**config.mk**
```make
export PLATFORM = sky130hd
export DESIGN_NAME = gram_matrix_sequencer
export DESIGN_NICKNAME = d
export VERILOG_FILES = /design/src/rtl/gram_matrix_sequencer.sv
export SDC_FILE = /design/constraint.sdc
export NUM_CORES = 1
export LEC_CHECK = 0
export ABC_AREA = 1
export CAP_MARGIN = 15
export CORE_UTILIZATION = 55
export DETAILED_ROUTE_END_ITERATION = 10
export PLACE_DENSITY_LB_ADDON = 0.08
export SYNTH_ARGS = -nofsm -noshare
export SYNTH_HDL_FRONTEND = slang
export SYNTH_SLANG_ARGS = --single-unit
```
**constraint.sdc**
```tcl
create_clock -name Clock -period 4.79 [get_ports Clock]
set_input_delay 1.1975 -clock Clock [delete_from_list [all_inputs] [get_ports Clock]]
set_output_delay 1.1975 -clock Clock [all_outputs]
set_load 0.05 [all_outputs]
```
**src/rtl/gram_matrix_sequencer.sv**
```systemverilog
// Gram matrix G = A x A^T for a 4x4 unsigned matrix, using one shared
// multiply-accumulate unit sequenced over all 16 elements, row-major output.
module gram_matrix_sequencer #(
    parameter int DW   = 8,
    parameter int ACCW = 2*DW+2
) (
    input  logic            Clock,
    input  logic            Reset,
    input  logic            in_valid,
    output logic            in_ready,
    input  logic [DW-1:0]   a,
    input  logic [DW-1:0]   b,
    input  logic [DW-1:0]   c,
    input  logic [DW-1:0]   d,
    output logic            out_valid,
    input  logic            out_ready,
    output logic [ACCW-1:0] out_data,
    output logic [1:0]      out_row,
    output logic [1:0]      out_col,
    output logic            busy,
    output logic            done
);

    typedef enum logic [1:0] {
        LOAD    = 2'd0,
        MAC     = 2'd1,
        PRESENT = 2'd2
    } state_t;

    state_t            state_q, state_d;
    logic [1:0]        row_cnt_q, row_cnt_d;
    logic [1:0]        i_q, i_d;
    logic [1:0]        j_q, j_d;
    logic [1:0]        k_q, k_d;
    logic [ACCW-1:0]   acc_q, acc_d;
    logic [ACCW-1:0]   out_data_q, out_data_d;
    logic [DW-1:0]     rows_q [4][4];

    logic              load_fire;
    logic [2*DW-1:0]   prod;
    logic [ACCW-1:0]   sum;

    // Both operands zero-extended so the product keeps its full 2*DW width.
    assign prod = {{DW{1'b0}}, rows_q[i_q][k_q]} * {{DW{1'b0}}, rows_q[j_q][k_q]};
    assign sum  = acc_q + {{(ACCW-2*DW){1'b0}}, prod};

    assign out_data = out_data_q;
    assign out_row  = i_q;
    assign out_col  = j_q;

    always_comb begin
        // NOTE: every signal gets a default first so no path leaves one unassigned (no latches).
        state_d    = state_q;
        row_cnt_d  = row_cnt_q;
        i_d        = i_q;
        j_d        = j_q;
        k_d        = k_q;
        acc_d      = acc_q;
        out_data_d = out_data_q;
        in_ready   = 1'b0;
        out_valid  = 1'b0;
        busy       = 1'b0;
        done       = 1'b0;
        load_fire  = 1'b0;

        case (state_q)
            LOAD: begin
                in_ready  = Reset;
                busy      = (row_cnt_q != 2'd0);
                load_fire = in_valid && Reset;
                if (load_fire) begin
                    row_cnt_d = row_cnt_q + 2'd1;
                    if (row_cnt_q == 2'd3) begin
                        state_d = MAC;
                        i_d     = 2'd0;
                        j_d     = 2'd0;
                        k_d     = 2'd0;
                        acc_d   = '0;
                    end
                end
            end
            MAC: begin
                busy = 1'b1;
                if (k_q == 2'd3) begin
                    out_data_d = sum;
                    acc_d      = '0;
                    k_d        = 2'd0;
                    state_d    = PRESENT;
                end else begin
                    acc_d = sum;
                    k_d   = k_q + 2'd1;
                end
            end
            PRESENT: begin
                busy      = 1'b1;
                out_valid = Reset;
                if (out_ready) begin
                    k_d   = 2'd0;
                    acc_d = '0;
                    if (i_q == 2'd3 && j_q == 2'd3) begin
                        done      = Reset;
                        state_d   = LOAD;
                        row_cnt_d = 2'd0;
                        i_d       = 2'd0;
                        j_d       = 2'd0;
                    end else begin
                        state_d = MAC;
                        j_d     = j_q + 2'd1;
                        if (j_q == 2'd3) i_d = i_q + 2'd1;
                    end
                end
            end
            default: state_d = LOAD;
        endcase
    end

    // NOTE: sequential state uses non-blocking assignments so all registers update together.
    always_ff @(posedge Clock) begin
        if (!Reset) begin
            state_q    <= LOAD;
            row_cnt_q  <= 2'd0;
            i_q        <= 2'd0;
            j_q        <= 2'd0;
            k_q        <= 2'd0;
            acc_q      <= '0;
            out_data_q <= '0;
        end else begin
            state_q    <= state_d;
            row_cnt_q  <= row_cnt_d;
            i_q        <= i_d;
            j_q        <= j_d;
            k_q        <= k_d;
            acc_q      <= acc_d;
            out_data_q <= out_data_d;
        end
    end

    // NOTE: the row buffer is not reset; every entry is rewritten before MAC reads it.
    always_ff @(posedge Clock) begin
        if (load_fire) begin
            rows_q[row_cnt_q][0] <= a;
            rows_q[row_cnt_q][1] <= b;
            rows_q[row_cnt_q][2] <= c;
            rows_q[row_cnt_q][3] <= d;
        end
    end

endmodule

```
==> impl_metrics.tcl <==
set metrics [dict create \
    slowest_stage "fa_1" \
    syn-num-nets 1465 \
    power_switching_mw 1.75 \
    ctsHoldBuffers 0 \
    drtPass1Iterations 5 \
    place_inst 1647 \
    pwr-share-comb_pct 36.0 \
    clkSlewWorstSetupHoldPaths_ps 80 \
    yosys_warnings 0 \
    dpl_worst_slack_ps -65.5 \
    rows 51 \
    critical_path_class "reg2reg" \
    grtUsageTotal_pct 26.8 \
    seq_power_share_pct 34.6 \
    p_leak_nw 5.98 \
    final_common_cell "inv_1" \
    grt_pass1_wl_um 44100 \
    detail_route.iter0.violations 796 \
    antenna_found_initial 0 \
    avgSynthCellArea_um2 8.48 \
    grt_setup_unrepaired "yes" \
    drt_wl_total_um 28500 \
    end_kind "flop" \
    vias 9352 \
    report.power.total_mw 4.89 \
    hold_slack_ps 470 \
    synthCells 1327 \
    worstPathArrival_ps 5090 \
    nNetsFinal 1554 \
    grt_max_degree 47 \
    ys_seq_area_share_pct 43.1 \
    die_w_um 145 \
    ys_types 28 \
    setup_viol 0 \
    clock_latency_ps 440 \
    max_clock_freq_mhz 211 \
    slowest_delay_ps 550 \
    worst_setup_path_start_kind "flop" \
    powerDensity_mw_per_mm2 355 \
    p_int_mw 3.14 \
    slew_headroom_pct 57.2 \
    skew_ps 11.5 \
    drc 0 \
    first_global_vias 8665 \
    grt-ovfl-total 0 \
    cp_max_fo 9 \
    worst_pin_slew_ps 641 \
    hold_path_depth 2 \
    power_frac_clock_pct 29.3 \
    ff2ff_path_depth 28 \
    port_buffers 61 \
    drive_gt1_share_pct 15.0 \
    finalCritPeriodShare_pct 99.1 \
    final_cell_mix "261 x inv_1, 225 x nand2_1, 128 x edfxtp_1" \
    cts_buffer_depth 2 \
    hold_path.class "reg2reg" \
    die_y_um 145 \
    path_common_cell "nand2_1" \
    min_period_ps 4750 \
    area_growth_pct 22.3 \
    cp.required_ps 5130 \
    gp_congestion 0.892 \
    status "completed" \
    initial_core_util_pct 56.9 \
    final_cells 1694 \
    ys_ff_latch 178 \
    cap_violations 0 \
    htree_levels 4 \
    die_area_mm2 0.0210 \
    num_antenna_cells 0 \
    cts_buffers 17 \
    wl_per_cell_um 16.8 \
    hpwl_um 19400 \
    clock-sinks 178 \
    peakVddDrop_mv 0.241 \
    syn_area_mm2 0.0113 \
    via_per_inst 5.52 \
    root_buffer "clkbuf_16" \
    final-hold-violation-count 0 \
    io_pins 62 \
    antenna_left 0 \
    reg2reg_slack_ps 40 \
    fin_ws_ps 43.6 \
    switching_share_pct 35.7 \
    drv_slew 0 \
    tritoncts "done" \
    core_area_mm2 0.0198 \
]
## stage by stage
stage          setup TNS, ps  util (%)  area (um^2)
2_1_floorplan              0         -        11300
3_3_place_gp           -73.4      63.4        12500
3_5_place_dp            -397      63.4        12500
4_1_cts               -0.838      66.6        13200
5_1_grt                -2190      69.6        13800
6_report                   0      69.6        13800
## path summary, 6_finish.rpt
| kind | from | endpoint |
|---|---|---|
| worst max-delay path | flop | out_data[16] |
| worst min-delay path | acc_q[2] | acc_q[2] |
| worst max register to register | flop | out_data[16] |
| worst min register to register | acc_q[2] | acc_q[2] |
## layout make-up
| type | count | area (um^2) |
|---|---|---|
| sequential | 178 | 4850 |
| timing repair buffer | 132 | 1480 |
| clock inverter | 15 | 191 |
| clock buffer | 17 | 425 |
| multi-input combinational | 814 | 5460 |
| fill | 1605 | 6010 |
| tap | 265 | 332 |
| inverter | 273 | 1020 |
## power by group through the flow
stage	clock network [mW]	logic (mW)	registers [mW]
after floorplan	0	0.947	1.72
after global placement	0	1.38	1.73
after detailed placement	0	1.40	1.73
after CTS	1.45	1.43	1.69
after global routing	1.51	1.97	1.69
final	1.43	1.76	1.69
## per-layer routing
layer	part of all wire (%)	vias up	global-route usage [%]
met2	47	362	42.3
met3	7.5	44	5.72
met5	0	-	0
met4	1.3	0	6.49
li1	-	4475	-
met1	44	4471	37.5
## synth_stat cells
| master | count | area [um^2] |
|---|---|---|
| nor2_4 | 1 | 11.3 |
| buf_1 | 8 | 30.0 |
| nor2_1 | 61 | 229 |
| nand4_1 | 2 | 12.5 |
| nor2_8 | 1 | 20.0 |
| buf_4 | 4 | 30.0 |
| nand2_1 | 252 | 946 |
| o211ai_1 | 64 | 480 |
| a211oi_1 | 2 | 15.0 |
| xor2_1 | 7 | 61.3 |
| buf_2 | 25 | 125 |
| a21oi_1 | 98 | 490 |
| o21ai_0 | 87 | 435 |
| o211a_1 | 1 | 10.0 |
| dfxtp_1 | 50 | 1000 |
| nor3_1 | 1 | 5.00 |
| fa_1 | 50 | 1000 |
| xnor2_1 | 1 | 8.76 |
| o21ai_1 | 1 | 5.00 |
| nand3_1 | 115 | 576 |
| nand2_2 | 17 | 106 |
| clkinv_1 | 2 | 7.51 |
| clkbuf_1 | 21 | 78.8 |
| buf_6 | 4 | 45.0 |
| nand2_4 | 1 | 11.3 |
| inv_1 | 271 | 1020 |
| edfxtp_1 | 128 | 3840 |
| ha_1 | 52 | 651 |
## cell families after synthesis
| kind of cell | Yosys count | share of synthesized area (%) |
|---|---|---|
| compound gates | 253 | 12.8 |
| simple gates | 451 | 17.0 |
| fa+ha+maj | 102 | 14.7 |
| buf+inv | 335 | 11.9 |
| xor+xnor | 8 | 0.623 |
| flops | 178 | 43.1 |
## state kept, by name, summed over array words and instances (netlist names), named ones only
name	cells
state_q	2
out_row	2
out_data	18
row_cnt_q	2
out_col	2
rows_q	128
acc_q	18
k_q	2
## critical path, delay by kind of cell (launching register included)
kind | cells | cell delay (ps)
AOI/OAI and AO/OA | 1 | 200
and+or+nand+nor | 13 | 1080
buffers and inverters | 9 | 660
DFF | 1 | 390
adders and majority gates | 5 | 2310
## repair_timing
action / in CTS / in global routing
endpoints found under the setup margin: 14 / 24
gates resized for setup: 6 / 104
pin swaps: 2 / 49
cloned: 0 / 8
buffers inserted: 0 / 6
Note: power is estimated with default switching activity, not from simulation.
